**src/rtl/cpu_pkg.sv**
```systemverilog
// Shared core types: PC/instruction widths and the fetch packet handed to decode.
package cpu_pkg;
  localparam int PC_W    = 14;
  localparam int INSTR_W = 32;

  typedef logic [PC_W-1:0]    pc_t;
  typedef logic [INSTR_W-1:0] instr_t;

  typedef struct packed {
    pc_t    pc;
    instr_t instr;
  } fetch_pkt_t;
endpackage

```
**src/rtl/fetch_queue2.sv**
```systemverilog
// Two-entry FIFO of fetch packets; clear wins over push, push into a full
// queue is accepted only when a pop frees a slot in the same cycle.
module fetch_queue2
  import cpu_pkg::*;
(
  input  logic       clk,
  input  logic       rst,
  input  logic       push,
  input  logic       pop,
  input  logic       clear,
  input  fetch_pkt_t din,
  output fetch_pkt_t head,
  output logic [1:0] count
);

  fetch_pkt_t mem [2];
  logic       rd_ptr;
  logic       wr_ptr;
  logic       do_push;
  logic       do_pop;

  assign do_pop  = pop & (count != 2'd0);
  assign do_push = push & ((count != 2'd2) | do_pop);
  assign head    = mem[rd_ptr];

  always_ff @(posedge clk) begin
    if (rst) begin
      mem[0] <= '0;
      mem[1] <= '0;
      rd_ptr <= 1'b0;
      wr_ptr <= 1'b0;
      count  <= 2'd0;
    end else if (clear) begin
      rd_ptr <= 1'b0;
      wr_ptr <= 1'b0;
      count  <= 2'd0;
    end else begin
      if (do_push) begin
        mem[wr_ptr] <= din;
        wr_ptr      <= ~wr_ptr;
      end
      if (do_pop) rd_ptr <= ~rd_ptr;
      case ({do_push, do_pop})
        2'b10:   count <= count + 2'd1;
        2'b01:   count <= count - 2'd1;
        default: count <= count;
      endcase
    end
  end

endmodule

```
**src/rtl/fetch_unit.sv**
```systemverilog
// Instruction fetch: PC, credit-limited reads to a 1-cycle synchronous memory,
// 2-entry return queue and ALU/decode redirect handling.
module fetch_unit
  import cpu_pkg::*;
#(
  parameter logic [PC_W-1:0] RESET_PC = 14'h0000
) (
  input  logic               clk,
  input  logic               rst,
  input  logic               b_is_hazard,
  input  logic [PC_W-1:0]    b_addr,
  input  logic               j_req,
  input  logic [PC_W-1:0]    j_addr,
  input  logic               dec_ready,
  output logic               imem_en,
  output logic [PC_W-1:0]    imem_addr,
  input  logic [INSTR_W-1:0] imem_data,
  output logic               if_valid,
  output logic [PC_W-1:0]    if_pc,
  output logic [INSTR_W-1:0] if_instr,
  output logic               flush
);

  logic [PC_W-1:0] fetch_pc;
  logic [PC_W-1:0] inflight_pc;
  logic [PC_W-1:0] target;
  logic            inflight;
  logic            redirect;
  logic            kill;
  logic            pop;
  logic            push;
  logic            issue;
  logic [1:0]      count;
  logic [2:0]      occupancy;
  logic [2:0]      limit;
  fetch_pkt_t      head;
  fetch_pkt_t      wr_pkt;

  assign redirect = ~rst & (b_is_hazard | j_req);
  assign target   = b_is_hazard ? b_addr : j_addr;

  // With 1-cycle memory latency the read being killed is the one whose data
  // arrives in the redirect cycle itself, so the discard is applied here.
  assign kill     = redirect;

  assign if_valid = ~rst & ~redirect & (count != 2'd0);
  assign pop      = if_valid & dec_ready;
  assign flush    = ~rst & b_is_hazard;

  // Words already owned (queued + in flight) must fit in the queue after pop.
  assign occupancy = {1'b0, count} + {2'b00, inflight};
  assign limit     = 3'd2 + {2'b00, pop};
  assign issue     = ~rst & (redirect | (occupancy < limit));

  assign imem_en   = issue;
  assign imem_addr = rst ? RESET_PC : (redirect ? target : fetch_pc);

  assign push      = inflight & ~kill;
  assign wr_pkt    = '{pc: inflight_pc, instr: imem_data};

  assign if_pc     = rst ? '0 : head.pc;
  assign if_instr  = rst ? '0 : head.instr;

  always_ff @(posedge clk) begin
    if (rst) begin
      fetch_pc    <= RESET_PC;
      inflight    <= 1'b0;
      inflight_pc <= '0;
    end else begin
      inflight <= issue;
      if (issue) begin
        fetch_pc    <= imem_addr + PC_W'(1);
        inflight_pc <= imem_addr;
      end
    end
  end

  fetch_queue2 u_queue (
    .clk   (clk),
    .rst   (rst),
    .push  (push),
    .pop   (pop),
    .clear (redirect),
    .din   (wr_pkt),
    .head  (head),
    .count (count)
  );

endmodule

```
**config.mk**
```make
export PLATFORM = sky130hd
export DESIGN_NAME = fetch_unit
export DESIGN_NICKNAME = d
export VERILOG_FILES = /design/src/rtl/cpu_pkg.sv /design/src/rtl/fetch_queue2.sv /design/src/rtl/fetch_unit.sv
export SDC_FILE = /design/constraint.sdc
export NUM_CORES = 1
export LEC_CHECK = 0
export BUFFER_PORTS_ARGS = -buffer_cell sky130_fd_sc_hd__buf_2
export CORE_MARGIN = 2
export CORE_UTILIZATION = 30
export DETAILED_ROUTE_END_ITERATION = 16
export PLACE_DENSITY = 0.49
export SLEW_MARGIN = 10
export SYNTH_ARGS = -nofsm -noshare
export SYNTH_HDL_FRONTEND = slang
export SYNTH_HIERARCHICAL = 1
export SYNTH_SLANG_ARGS = --single-unit
```
**constraint.sdc**
```tcl
create_clock -name clk -period 6.1 [get_ports clk]
set_input_delay 1.22 -clock clk [delete_from_list [all_inputs] [get_ports clk]]
set_output_delay 1.22 -clock clk [all_outputs]
set_load 0.005 [all_outputs]
```
==> reports/results.ini <==
[sta]
slew_violations = 0
max_clock_freq_ghz = 0.2359
fin_crit_sh_pct = 69.50
tightestPinTransition_ns = 1.166
setup_viol = 0
min_period_ns = 4.240
fin_skew_ns = 0.01222
setup_tns_ns = 0
slew_headroom_pct = 22.28
finalHoldViolations = 0
rsz0062_at_grt = no

[placed_design]
portBuffers = 127
gp_congestion = 0.7554
placed_cell_area_um2 = 7213
dp_hpwl_um = 9354
placed_cells = 909

[critical_path]
max_stage_delay_ns = 0.55
critPathBufInv = 4
crit_slowest_cell = nand2_1
cp.arrival_ns = 3.02
crit_top_cell = buf_2
crit_chain = buf_2 -> nor2_1 -> o311ai_0 -> nand2_1 -> clkinv_1 -> buf_4 -> buf_2
cp-start-kind = input port
cp_max_fo = 34
cp-end-kind = output port
critPathTopFamily = buffers and inverters
cp.required_ns = 4.88
critical_path_class = in -> out

[floorplan]
rows = 53
die_h_um = 149.8
core_area_um2 = 20960
start_util_pct = 30.45
pin_count = 128
die_x_um = 149.8
design.die.area_um2 = 22450

[clock_network]
cts_root_buf = clkbuf_16
clk_pin_slew_worst_paths_ns = 0.06
cts_buffer_depth = 2
numClockSinks = 126
hold_buffers = 0
htreeDepth = 4
numCtsBuffers = 17
insertion_delay_ns = 0.41
post-cts-setup-buffers = 0
cts_tree = done
cts_resized = 0

[detailed_routing]
vias = 4173
wl_per_cell_um = 15.17
drt_first_pass_iters = 4
drt-initial-drc-count = 199
drt-vias-per-instance = 4.435
wl_um = 14280
ant_nets = 0
drc = 0

[power]
p_switching_uw = 487.9
ir_drop_mv = 0.1072
p_sw_share_pct = 22.12
combinationalPowerShare_pct = 8.7
power_leakage_uw = 0.003171
power_uw = 2205
seqPwrFrac_pct = 44.4
internal-power_uw = 1717
power_density_nw_per_um2 = 281.9
p_clk_share_pct = 46.9

[yosys]
synth_area_um2 = 6381
synth.avg_cell_area_um2 = 11.91
async_flop_share_pct = 0
synth_top_area_share_pct = 43.29
ys_ff_latch = 126
synth_flop_cell = edfxtp_1
syn_inst = 536
ys_warn_count = 6
ys_seq_area_share_pct = 53.96
synth_cell_types = 51
synth.most_common_cell = edfxtp_1
synth.area.top_cells = edfxtp_1 (43%), dfxtp_1 (11%), mux2_2 (8.3%), and2_1 (6.8%), nor2b_1 (5.9%)
synth_edf_count = 92
yosysTopAreaCell = edfxtp_1
synth_fp_nets = 605
synth_commonest_cells = edfxtp_1 (92), and2_1 (69), nor2b_1 (60), mux2_2 (47), nand2_1 (35)

[final_layout]
fin_cells = 941
post-route-util_pct = 37.33
areaGrowthSynthToFinish_pct = 22.59
drive_gt1_share_pct = 39.04
final_cell_area_um2 = 7823
diodes = 0
fin_nets = 722

[global_route]
grt_use_total_pct = 12.99
grt_max_degree = 70
grt_pass1_vias = 4336
gr-total-overflow = 0
grt_pass1_wl_um = 22390
antenna_found_initial = 0

[run]
cap_violations = 0

[run_status]
status = finished clean

[min_path]
hp-class = reg -> reg

## cells in the final DEF, fill, tap and decap left out, types with 13 or more instances in the layout
cell	netlist	layout
a21oi_1	20	20
and2_1	69	69
nor2_1	23	23
mux2i_1	13	13
mux2_2	47	47
buf_2	6	126
nor2b_1	60	60
edfxtp_1	92	92
dfxtp_1	34	33
and2_2	23	23
clkbuf_16	0	17
nand2_1	35	35
## cell type report
cell class,instances,area (um2)
inverter,5,18.77
clock buffer,21,470.5
clock inverter,11,138.9
multi-input combinational,370,2723
timing repair buffer,133,683.2
sequential,126,3445
fill,2128,13130
tap,275,344.1
## state kept, by name, indices dropped and copies added (netlist names), named ones only
signal          flops
inflight            1
u_queue/rd_ptr      1
u_queue/wr_ptr      1
inflight_pc        14
u_queue/count       2
u_queue/mem        92
fetch_pc           14
## per-layer routing
| layer | GRT usage [%] | wire [um] | part of all wire, % |
|---|---|---|---|
| met2 | 20.37 | 6595 | 46 |
| met4 | 4.245 | 154 | 1.1 |
| met1 | 17.42 | 6777 | 47 |
| met5 | 0 | 0 | 0 |
| met3 | 3.476 | 748 | 5.2 |
## path summary, 6_finish.rpt
check	start	endpoint	slack, ns	cells past startpoint
worst min register to register	inflight_pc[7]	inflight_pc[7]	0.47	2
worst max-delay path	j_req	imem_en	1.86	7
worst min-delay path	inflight_pc[7]	inflight_pc[7]	0.47	2
worst max register to register	u_queue/count[0]	u_queue/mem[1][34]	3.03	7
## kinds of logic after synthesis
group	after synthesis	synth area share [%]
multiplexers	60	10.33
AO/OA/AOI/OAI	51	6.490
adder cells (fa/ha/maj)	4	0.7843
AND/OR/NAND/NOR	241	22.90
buffers and inverters	40	3.608
XOR/XNOR	14	1.921
flip-flops	126	53.96
## tightest hold or removal path: stages (launching register included)
cell	delay [ns]
dfxtp_1	0.31
nand2_1	0.05
a21oi_1	0.05
## power by group through the flow
stage | sequential, uW | combinational, uW | clock, uW
floorplan | 989 | 125 | 0
global placement | 995 | 193 | 0
detailed placement | 996 | 197 | 0
CTS | 979 | 198 | 1050
global route | 983 | 215 | 1100
finish | 978 | 193 | 1030
## through the flow
step | setup slack (ns) | hold slack, ns
finish | 1.860 | 0.4653
global route | 1.650 | 0.4982
CTS | 1.863 | 0.4702
detailed placement | 1.597 | 0.4629
global placement | 1.685 | 0.4535
floorplan | 2.071 | 0.4247
(Power assumes the default switching activity.)
